[src/rtl/tiq_code_reader_if.sv]
// tiq_code_reader_if
//   Valid/ready result port of the TIQ code reader.
//   W          : result width (3 + AVG_LOG2 of the attached reader)
//   out_data   : accumulated code sum, driven by the master
//   out_valid  : out_data holds an untransferred result, driven by the master
//   out_ready  : consumer accepts when high together with out_valid
interface tiq_code_reader_if #(
    parameter int unsigned W = 5
);
    logic [W-1:0] out_data;
    logic         out_valid;
    logic         out_ready;

    modport master (
        output out_data,
        output out_valid,
        input  out_ready
    );

    modport slave (
        input  out_data,
        input  out_valid,
        output out_ready
    );
endinterface

[src/rtl/tiq_code_reader.sv]
// tiq_code_reader
//   Back end for the TIQ flash ADC comparator bank. Synchronises the 7-bit
//   thermometer code, removes single-bit bubbles with a 3-input majority,
//   converts to a 3-bit count and sums 2^AVG_LOG2 samples per output word.
// Ports
//   clk, rst   : single clock, synchronous active-high reset
//   therm      : raw thermometer code (bit0 = lowest threshold), async to clk
//   en         : sampling enable; low pauses divider and accumulator
//   out_port   : valid/ready result port (out_data, out_valid, out_ready)
//   overflow   : sticky, a result was dropped because the port was full
//   clear_ovf  : synchronous clear of overflow (a simultaneous drop wins)
//   bubble_cnt : saturating count of strobes where correction altered the code
module tiq_code_reader #(
    parameter int unsigned SAMPLE_DIV = 4,
    parameter int unsigned AVG_LOG2   = 2
) (
    input  logic              clk,
    input  logic              rst,
    input  logic [6:0]        therm,
    input  logic              en,
    tiq_code_reader_if.master out_port,
    output logic              overflow,
    input  logic              clear_ovf,
    output logic [7:0]        bubble_cnt
);

    localparam int unsigned OW    = 3 + AVG_LOG2;
    localparam int unsigned AVG_N = 1 << AVG_LOG2;
    localparam int unsigned DW    = $clog2(SAMPLE_DIV);
    localparam int unsigned SW    = (AVG_LOG2 == 0) ? 1 : AVG_LOG2;

    localparam logic [DW-1:0] DIV_LAST  = DW'(SAMPLE_DIV - 1);
    localparam logic [SW-1:0] SCNT_LAST = SW'(AVG_N - 1);

    typedef enum logic {
        OUT_EMPTY,
        OUT_FULL
    } out_state_t;

    logic [6:0]    s1;
    logic [6:0]    s2;
    logic [DW-1:0] div;
    logic [OW-1:0] acc;
    logic [SW-1:0] scnt;

    logic [8:0]    tx;
    logic [6:0]    c;
    logic [2:0]    code;
    logic          strobe;
    logic          last;
    logic          result_avail;
    logic [OW-1:0] result;

    out_state_t    state;
    out_state_t    state_next;
    logic          load;
    logic          drop;
    logic [OW-1:0] out_data_q;

    // Decoder: pad s2 with the fixed boundary values (below bit0 reads 1,
    // above bit6 reads 0) so every bit uses the same majority window.
    always_comb begin
        tx = {1'b0, s2, 1'b1};
        c  = '0;
        for (int unsigned i = 0; i < 7; i++) begin
            c[i] = (tx[i] & tx[i+1]) | (tx[i] & tx[i+2]) | (tx[i+1] & tx[i+2]);
        end
        code = '0;
        for (int unsigned i = 0; i < 7; i++) begin
            code = code + {2'b00, c[i]};
        end
    end

    always_comb begin
        strobe       = en && (div == DIV_LAST);
        last         = (scnt == SCNT_LAST);
        result_avail = strobe && last;
        result       = acc + OW'(code);
    end

    // Synchroniser, divider, accumulator and bubble counter.
    always_ff @(posedge clk) begin
        if (rst) begin
            s1         <= '0;
            s2         <= '0;
            div        <= '0;
            acc        <= '0;
            scnt       <= '0;
            bubble_cnt <= '0;
        end else begin
            s1 <= therm;
            s2 <= s1;
            if (en) begin
                div <= strobe ? '0 : div + 1'b1;
            end
            if (strobe) begin
                if (last) begin
                    acc  <= '0;
                    scnt <= '0;
                end else begin
                    acc  <= result;
                    scnt <= scnt + 1'b1;
                end
                if ((c != s2) && (bubble_cnt != 8'hFF)) begin
                    bubble_cnt <= bubble_cnt + 8'd1;
                end
            end
        end
    end

    // Output holding register: EMPTY/FULL tracks out_valid. A new result
    // replaces the held one only when the held one transfers this cycle.
    always_comb begin
        state_next = state;
        load       = 1'b0;
        drop       = 1'b0;
        case (state)
            OUT_EMPTY: begin
                if (result_avail) begin
                    load       = 1'b1;
                    state_next = OUT_FULL;
                end
            end
            OUT_FULL: begin
                if (out_port.out_ready) begin
                    if (result_avail) begin
                        load = 1'b1;
                    end else begin
                        state_next = OUT_EMPTY;
                    end
                end else if (result_avail) begin
                    drop = 1'b1;
                end
            end
            default: state_next = OUT_EMPTY;
        endcase
    end

    always_ff @(posedge clk) begin
        if (rst) begin
            state      <= OUT_EMPTY;
            out_data_q <= '0;
            overflow   <= 1'b0;
        end else begin
            state <= state_next;
            if (load) begin
                out_data_q <= result;
            end
            if (drop) begin
                overflow <= 1'b1;
            end else if (clear_ovf) begin
                overflow <= 1'b0;
            end
        end
    end

    assign out_port.out_data  = out_data_q;
    assign out_port.out_valid = (state == OUT_FULL);

endmodule

[src/flat_wrapper.sv]
// flat-port wrapper written by rule: the top's interface ports become plain ports
module tiq_code_reader_flat 
#(
    parameter int unsigned SAMPLE_DIV = 4,
    parameter int unsigned AVG_LOG2   = 2
)
  (clk, rst, therm, en, overflow, clear_ovf, bubble_cnt, out_port_out_data, out_port_out_valid, out_port_out_ready);
  tiq_code_reader_if #(.W((3 + (2)))) out_port_i ();
  input  logic clk;
  input  logic rst;
  input  logic [6:0] therm;
  input  logic en;
  output logic overflow;
  input  logic clear_ovf;
  output logic [7:0] bubble_cnt;
  output wire logic [$bits(out_port_i.out_data)-1:0] out_port_out_data;
  output wire logic [$bits(out_port_i.out_valid)-1:0] out_port_out_valid;
  input wire logic [$bits(out_port_i.out_ready)-1:0] out_port_out_ready;
  assign out_port_out_data = out_port_i.out_data;
  assign out_port_out_valid = out_port_i.out_valid;
  assign out_port_i.out_ready = out_port_out_ready;
  tiq_code_reader #(.SAMPLE_DIV(SAMPLE_DIV), .AVG_LOG2(AVG_LOG2)) u_core (.clk(clk), .rst(rst), .therm(therm), .en(en), .out_port(out_port_i), .overflow(overflow), .clear_ovf(clear_ovf), .bubble_cnt(bubble_cnt));
endmodule
[config.mk]
export PLATFORM = sky130hd
export DESIGN_NAME = tiq_code_reader_flat
export DESIGN_NICKNAME = d
export VERILOG_FILES = /design/src/rtl/tiq_code_reader_if.sv /design/src/rtl/tiq_code_reader.sv /design/src/flat_wrapper.sv
export SDC_FILE = /design/constraint.sdc
export NUM_CORES = 1
export LEC_CHECK = 0
export CORE_MARGIN = 8
export CORE_UTILIZATION = 55
export DETAILED_ROUTE_END_ITERATION = 16
export PLACE_DENSITY = 0.78
export SYNTH_ARGS = -nofsm -noshare
export SYNTH_HDL_FRONTEND = slang
export SYNTH_SLANG_ARGS = --single-unit
[constraint.sdc]
create_clock -name clk -period 8.6 [get_ports clk]
set_clock_uncertainty 0.2 [all_clocks]
set_input_delay 1.72 -clock clk [delete_from_list [all_inputs] [get_ports clk]]
set_output_delay 1.72 -clock clk [all_outputs]
set_load 0.005 [all_outputs]
==> results.toml, run 1 <==
[timing]
slew_headroom_pct = 44.0
drv_slew = 0
finalCritPeriodShare_pct = 48.9
fin_ws_ps = 4390
timing.fmax_ghz = 0.238
rsz0062_at_grt = "no"
timing.setup.tns_ps = 0
period_needed_ps = 4210
finalHoldViolations = 0
finalSetupViolations = 0
worst_pin_slew_ps = 835

[routing]
wl_met1_mm = 1.37
routedWlPerCell_um = 12.9
wl_met3_um = 181
viasPerCell = 5.37
wl_mm = 3.33
drc = 0
antenna_left = 0
firstDrtPassIters = 4
highest_layer = "met4"
drtIter0Drc = 83
num_vias = 1391
wl_met2_mm = 1.73

[synthesis]
synthTopCellsByArea = "dfxtp_1 44%, ha_1 7.2%, nor2b_1 6.5%"
yosysWarnings = 0
async_flop_share_pct = 0
yosys.area.top_type_share_pct = 44.1
yosys.cell_types.count = 36
yosys_most_used_dff = "dfxtp_1"
syn_area_per_cell_um2 = 9.23
synth-seq-cells = 38
synth_edf_count = 0
synth_nets = 212
synthCells = 187
yosysSeqAreaShare_pct = 44.1
synth_top_area_cell = "dfxtp_1"
synth_most_common_cell = "dfxtp_1"
syn_area_um2 = 1730
synth_commonest_cells = "38 x dfxtp_1, 21 x nor2_1, 20 x a21oi_1, 18 x nor2b_1, 10 x ha_1"

[worst_setup_path]
crit_path_end_kind = "flip-flop"
cp.required_ps = 8640
path_depth = 14
reg2reg_depth = 14
critPathKind = "reg -> reg"
critical_path_buf_inv_count = 0
slowest_delay_ps = 520
start_kind = "flip-flop"
crit_family = "adder cells"
slowest_stage = "fa_1"
cp_data_arrival_time_ps = 4240
critPathMaxFanout = 6
crit_path_cell_trace = "maj3_1, ha_1, fa_1, ha_1, xnor2_1, ha_1, fa_1, fa_1, a21o_1, nand2_1, xor2_1, nor3_1, a21oi_1, nor2_1"

[clocking]
cts_root_buffer = "clkbuf_4"
cts_tree = "done"
numCtsBuffers = 5
cts_setup_buffers = 0
ctsResizeCount = 0
cts_sinks = 38
path_clk_slew_ps = 120
clkLatencyLatePin_ps = 340
cts_buffer_depth = 2
cts_hold_buf = 0
cts_htree_levels = 2

[place]
post-place-ws_ps = 4400
dp_hpwl_mm = 2.48
io_buffers = 26
gp_congestion = 0.891

[global_route]
grt_overflow = 0
grt_pass1_wl_mm = 5.87
grt_pass1_vias = 1431
grt_use_total_pct = 14.1
antenna_found_initial = 0
grt_start_max_net_pins = 40

[pwr]
peakVddDrop_mv = 0.100
p_leak_nw = 0.835
power_density_nw_per_um2 = 170

[worst_hold_path]
hold_depth = 1
hp-class = "reg -> reg"

[floorplan]
initial_utilization_pct = 57.0
fp.dieW_um = 72.0
die_area_um2 = 5190
core_area_um2 = 3030
core.rowCount = 20
ios = 27
die_h_um = 72.0

[outcome]
outcome = "complete, no violations"

[cells_and_area]
nNetsFinal = 239
drive_above_1_share_pct = 6.51
antennaDiodeCount = 0
area_growth_pct = 23.2

[run]
max_cap_viol_count = 0
[kinds of logic (layout without fill, tap and decap cells)]
group | after synthesis | after routing | share of synthesized area, %
buf+inv | 12 | 40 | 3.04
xor+xnor | 6 | 6 | 3.04
fa+ha+maj | 16 | 16 | 12.5
compound gates | 40 | 40 | 13.0
mux | 5 | 5 | 3.19
flops | 38 | 38 | 44.1
simple gates | 70 | 70 | 21.2
[power breakdown]
part           switching, mW  internal (mW)  leakage, nW  total [mW]
logic                 0.0102         0.0121        0.467      0.0222
registers            0.00270          0.180        0.309       0.183
clock network         0.0576         0.0985       0.0585       0.156
[flip-flops by register name, summed over array words and instances, names as in the netlist]
register	count
u_core.out_port.out_data	5
u_core.acc	5
u_core.div	2
u_core.bubble_cnt	8
u_core.overflow	1
u_core.scnt	2
u_core.out_port.out_valid	1
u_core.s1	7
u_core.s2	7
[area by class of cell]
type,instances,area [µm²]
Clock buffer,6,51.3
Clock inverter,2,60.1
Fill cell,249,901
Inverter,5,18.8
Multi-Input combinational cell,137,913
Sequential cell,38,761
Tap cell,44,55.1
Timing Repair Buffer,27,268
[placed cells by master, fill, tap and decap left out, types with 6 or more instances in the layout]
cell / count
nor2_1: 21
ha_1: 10
a21oi_1: 20
nand2_1: 7
clkdlybuf4s50_1: 26
o21ai_0: 7
dfxtp_1: 38
nand3_1: 6
nor2b_1: 18
[metrics by stage]
step / hold slack [ps] / utilization (%) / cells / area [µm²] / power (mW)
finish: 247 / 70.2 / 259 / 2130 / 0.361
floorplan: 214 / - / 187 / 1730 / 0.200
global route: 262 / 70.2 / 259 / 2130 / 0.375
CTS: 252 / 70.2 / 259 / 2130 / 0.364
global placement: 218 / 66.6 / 251 / 2020 / 0.208
detailed placement: 226 / 66.6 / 251 / 2020 / 0.209
[path summary, 6_finish.rpt]
kind,end,slack [ps],startpoint
worst min register to register,u_core.s2[2],250,u_core.s1[2]
worst min-delay path,u_core.s2[2],250,u_core.s1[2]
worst max register to register,u_core.acc[4],4390,u_core.s2[2]
worst max-delay path,u_core.acc[4],4390,u_core.s2[2]
[layer usage]
layer | vias up | GRT usage (%)
met5 | - | 0
met4 | 0 | 6.12
met3 | 6 | 5.51
met2 | 28 | 25.4
met1 | 657 | 13.9
li1 | 700 | -
(Power assumes the default switching activity.)
==> inputs of run 2 (changes only) <==
Settings changed: CORE_UTILIZATION 55 to 47, PLACE_DENSITY 0.78 to 0.71.
Clock period 8.6 ns to 3.8 ns, I/O delays scaled along.
==> run 2 against run 1 <==
The run now ends with setup timing left. Power is 150% higher. Die area is 13% higher. Wire length is 11% higher. Cell area is 8.3% higher. Clock power grew to 2.7 times the previous value. Critical path type unchanged. Critical endpoint is now u_core.acc[3]. Largest cell class unchanged.
==> results.toml, run 2 (synthesized netlist as in run 1, its figures left out) <==
[routing]
drtIter0Drc = 69
antenna_left = 0
drc = 0
viasPerCell = 5.19
num_vias = 1395
wl_mm = 3.70
firstDrtPassIters = 5
routedWlPerCell_um = 13.7

[clocking]
cts_hold_buf = 0
cts_root_buffer = "clkbuf_8"
cts_tree = "done"
cts_sinks = 38
clkLatencyLatePin_ps = 290
cts_htree_levels = 2
numCtsBuffers = 5
cts_buffer_depth = 2
path_clk_slew_ps = 80

[global_route]
grt_pass1_vias = 1412
grt_start_max_net_pins = 24
antenna_found_initial = 0
grt_use_total_pct = 12.9
grt_overflow = 0
grt_pass1_wl_mm = 6.11

[run]
max_cap_viol_count = 0

[pwr]
peakVddDrop_mv = 0.187
p_int_mw = 0.722
finalPower_mw = 0.897
comb_power_share_pct = 7.0
switching_power_mw = 0.175
p_seq_share_pct = 46.0
power_density_nw_per_um2 = 389
p_leak_nw = 0.887
power.share.clock_pct = 47.0
swShare_pct = 19.5

[place]
dp_hpwl_mm = 2.56
postPlaceCellArea_um2 = 2060
post-place-ws_ps = -134
gp_congestion = 0.830
io_buffers = 26

[floorplan]
die_h_um = 76.6
core.rowCount = 22
core_area_um2 = 3610
die_area_um2 = 5870
fp.dieW_um = 76.6
ios = 27
initial_utilization_pct = 47.9

[cells_and_area]
largest_reg_flops = 8
area_growth_pct = 33.4
antennaDiodeCount = 0
mostFrequentLayoutCell = "dfxtp_1"
reg.largest.list = "u_core.bubble_cnt x8, u_core.s1 x7, u_core.s2 x7"
drive_above_1_share_pct = 16.7
layout_common_cells = "36 x dfxtp_1, 26 x clkdlybuf4s50_1, 21 x nor2_1"
top_register = "u_core.bubble_cnt"
final_area_um2 = 2300
postLayoutCoreUtil_pct = 63.9
nNetsFinal = 245

[worst_setup_path]
r2r_start = "u_core.s2[0]"
cp.required_ps = 3780
slowest_delay_ps = 580
reg2reg_setup_slack_ps = -60
cp_data_arrival_time_ps = 3840
start_kind = "flip-flop"
critPathKind = "reg -> reg"
crit_path_end_kind = "flip-flop"
crit_path_cell_trace = "maj3_2, ha_4, fa_2, ha_4, xnor2_2, ha_2, fa_2, buf_6, ha_4, a21o_1, a21oi_2, xnor2_2, a22oi_1, nor2_1"
crit_family = "adder cells"
reg2reg_depth = 14
cpMostUsedCell = "ha_4"
reg2reg_to = "u_core.acc[3]"
path_depth = 14
critical_path_buf_inv_count = 1
slowest_stage = "fa_2"
critPathMaxFanout = 3

[outcome]
violations = "setup timing"
outcome = "complete, but fails checks"

[timing]
timing.fmax_ghz = 0.259
finalCritPeriodShare_pct = 102
finalSetupViolations = 3
finalHoldViolations = 0
period_needed_ps = 3860
rsz0062_at_grt = "yes"
worst_pin_slew_ps = 817
fin_ws_ps = -57.5
drv_slew = 0
slew_headroom_pct = 45.2

[worst_hold_path]
hp-class = "reg -> reg"
hold_path_end = "u_core.s2[5]"
hp-start = "u_core.s1[5]"
hold_depth = 1
==> run 2: changes by cell type in the layout (fill, tap and decap cells not counted), sizes merged <==
cell and change:
buf +6
==> run 2: power by group through the flow <==
stage | sequential (mW) | combinational (mW) | clock, mW
floorplan | 0.421 | 0.0322 | 0
global placement | 0.421 | 0.0513 | 0
detailed placement | 0.422 | 0.0537 | 0
CTS | 0.413 | 0.0633 | 0.431
global route | 0.414 | 0.0686 | 0.449
finish | 0.413 | 0.0630 | 0.421
==> run 2: how the worst max path moves through the flow <==
stage	from	endpoint	slack [ps]
after floorplan	u_core.s2[2]	u_core.acc[4]	20
after global placement	u_core.s2[0]	u_core.acc[4]	-20
after detailed placement	u_core.s2[0]	u_core.acc[4]	-130
after CTS	u_core.s2[0]	u_core.acc[4]	-130
after global routing	u_core.s2[0]	u_core.acc[3]	-170
final	u_core.s2[0]	u_core.acc[3]	-60
==> run 2: per-layer routing <==
| metal | wire length (µm) | vias to the layer above | track usage (%) |
|---|---|---|---|
| met5 | 0 | - | 0 |
| met4 | 93 | 0 | 6.35 |
| met3 | 178 | 8 | 5.07 |
| met2 | 1890 | 31 | 22.9 |
| met1 | 1540 | 653 | 12.6 |
| li1 | - | 703 | - |
==> run 2: area by class of cell <==
class                           count  area [µm²]
Tap cell                           48        60.1
Inverter                            5        18.8
Clock buffer                        6        82.6
Clock inverter                      2        60.1
Sequential cell                    38         763
Multi-Input combinational cell    137        1000
Fill cell                         318        1300
Timing Repair Buffer               33         317
==> run 2: worst register-to-register path, stage by stage, from the launching register on <==
cell,delay (ps)
dfxtp_2,330
maj3_2,330
ha_4,220
fa_2,580
ha_4,220
xnor2_2,130
ha_2,210
fa_2,560
buf_6,110
ha_4,180
a21o_1,150
a21oi_2,190
xnor2_2,100
a22oi_1,180
nor2_1,60
==> run 2: metrics by stage <==
stage / hold slack (ps) / cells / setup TNS, ps
after floorplan: 214 / 187 / 0
after global placement: 221 / 259 / -19.5
after detailed placement: 225 / 259 / -287
after CTS: 243 / 268 / -308
after global routing: 268 / 269 / -497
final: 236 / 269 / -139
==> run 2: what timing repair did <==
item,in CTS,in global routing
endpoints found under the setup margin,7,7
buffers inserted,1,1
pin swaps,16,6
gates resized for setup,9,5
==> inputs of run 3 (changes only) <==
Settings changed: CORE_UTILIZATION 47 to 40, PLACE_DENSITY 0.71 to 0.62.
==> run 3 against run 2 <==
The run now ends clean. Non-clock buffer count rose by 4. Die area is 14% higher. Count of clock-buffer cells in the layout did not move. Utilization decreased by 9.8 points. Power is 10% lower. Wire length decreased by 12%. Setup slack improved by 72 ps. Cell area rose by 0.16%. Clock power fell by 21%. Highest routed layer unchanged.
==> results.toml, run 3 (synthesized netlist as in run 1, its figures left out) <==
[pwr]
switching_power_mw = 0.170
p_int_mw = 0.638
peakVddDrop_mv = 0.196
finalPower_mw = 0.808
p_leak_nw = 0.885
power.share.clock_pct = 41.4
swShare_pct = 21.1
comb_power_share_pct = 7.6
power_density_nw_per_um2 = 350
p_seq_share_pct = 51.1

[run]
max_cap_viol_count = 0

[global_route]
grt_overflow = 0
grt_use_total_pct = 10.8
grt_pass1_vias = 1364
grt_start_max_net_pins = 23
antenna_found_initial = 0
grt_pass1_wl_mm = 5.69

[cells_and_area]
nNetsFinal = 249
area_growth_pct = 33.6
regArea_um2 = 763
top_register = "u_core.bubble_cnt"
mostFrequentLayoutCell = "dfxtp_1"
multiInputGateArea_um2 = 1010
reg.largest.list = "u_core.bubble_cnt x8, u_core.s1 x7, u_core.s2 x7"
fillers = 418
layout_common_cells = "36 x dfxtp_1, 26 x clkdlybuf4s50_1, 21 x nor2_1"
largest_reg_flops = 8
drive_above_1_share_pct = 16.9
antennaDiodeCount = 0

[floorplan]
fp.dieW_um = 81.7
die_area_um2 = 6670
core.rowCount = 24
initial_utilization_pct = 40.5
ios = 27
die_h_um = 81.7
core_area_um2 = 4260

[timing]
timing.fmax_ghz = 0.264
worst_pin_slew_ps = 852
finalCritPeriodShare_pct = 99.6
finalSetupViolations = 0
period_needed_ps = 3790
finalHoldViolations = 0
timing.setup.tns_ps = 0
slew_headroom_pct = 42.9
rsz0062_at_grt = "yes"
drv_slew = 0

[worst_hold_path]
hp-class = "reg -> reg"
hold_path_end = "u_core.s2[2]"
hold_depth = 1
hp-start = "u_core.s1[2]"

[worst_setup_path]
cpMostUsedCell = "fa_2"
cp_data_arrival_time_ps = 3760
start_kind = "flip-flop"
crit_path_end_kind = "flip-flop"
crit_path_cell_trace = "maj3_2, ha_4, fa_1, ha_1, xnor2_1, ha_2, fa_2, fa_2, a21o_1, nand2_2, xor2_2, nor3_2, a21oi_1, nor2_1"
cp.required_ps = 3770
slowest_delay_ps = 450
reg2reg_depth = 14
slowest_stage = "fa_2"
crit_start = "u_core.s2[2]"
critPathMaxFanout = 2
critPathKind = "reg -> reg"
r2r_start = "u_core.s2[2]"
reg2reg_setup_slack_ps = 10
reg2reg_to = "u_core.acc[4]"

[routing]
firstDrtPassIters = 4
viasPerCell = 5.03
num_vias = 1392
drtIter0Drc = 43
antenna_left = 0
wl_mm = 3.25
routedWlPerCell_um = 11.7
drc = 0

[clocking]
cts_tree = "done"
path_clk_slew_ps = 80
clkLatencyLatePin_ps = 280
cts_root_buffer = "clkbuf_8"
cts_buffer_depth = 2
cts_htree_levels = 2
cts_sinks = 38
cts_hold_buf = 0
numCtsBuffers = 5

[outcome]
outcome = "complete, no violations"

[place]
dp_hpwl_mm = 2.27
gp_congestion = 0.820
io_buffers = 26
-- run 3: metrics by stage --
stage	utilization, %	hold slack [ps]	setup slack (ps)	cell area [µm²]	instances
after floorplan	-	214	23.6	1740	187
after global routing	54.1	259	-142	2310	277
final	54.1	235	14.1	2310	277
after global placement	49.0	221	-17.1	2090	266
after CTS	52.3	240	-77.2	2230	275
after detailed placement	49.0	225	-77.3	2090	266
-- run 3: power groups by stage --
| stage | combinational, mW | sequential, mW | clock (mW) |
|---|---|---|---|
| after floorplan | 0.0322 | 0.421 | 0 |
| after global placement | 0.0527 | 0.421 | 0 |
| after detailed placement | 0.0535 | 0.422 | 0 |
| after CTS | 0.0575 | 0.412 | 0.347 |
| after global routing | 0.0684 | 0.414 | 0.365 |
| final | 0.0610 | 0.412 | 0.334 |
-- run 3: worst max-delay path, delay by kind of cell (launching register included) --
kind	cells	cell delay (ps)
adder cells (fa/ha/maj)	7	2340
flip-flops	1	330
XOR/XNOR	2	320
AO/OA/AOI/OAI	2	300
AND/OR/NAND/NOR	3	180
-- run 3: how the worst max path moves through the flow --
stage | endpoint | cells after the start
after floorplan | u_core.acc[4] | 14
after global placement | u_core.acc[4] | 14
after detailed placement | u_core.acc[4] | 14
after CTS | u_core.acc[4] | 14
after global routing | u_core.out_port.out_data[3] | 14
final | u_core.acc[4] | 14
-- run 3: routing by layer --
layer  global-route usage (%)  part of all wire, %  vias to the layer above
met5                        0                    0                        -
met4                     5.26                  2.0                        0
met3                     3.94                  4.5                        6
met2                     18.2                   48                       24
met1                     11.8                   45                      644
li1                         -                    -                      718
-- run 3: what timing repair did --
| action | in CTS | in global routing |
|---|---|---|
| setup buffers | 1 | 2 |
| setup endpoints to repair | 6 | 7 |
| resized for setup | 4 | 9 |
| pin swaps | 10 | 6 |
-- run 3: layout make-up --
type | instances | area share [%]
clock buffers | 6 | 3.15
clock inverters | 2 | 1.63
inverters | 5 | 0.813
multi-input cells | 137 | 43.7
flip-flops and latches | 38 | 33.1
well taps | 52 | 2.82
repair buffers | 37 | 14.9
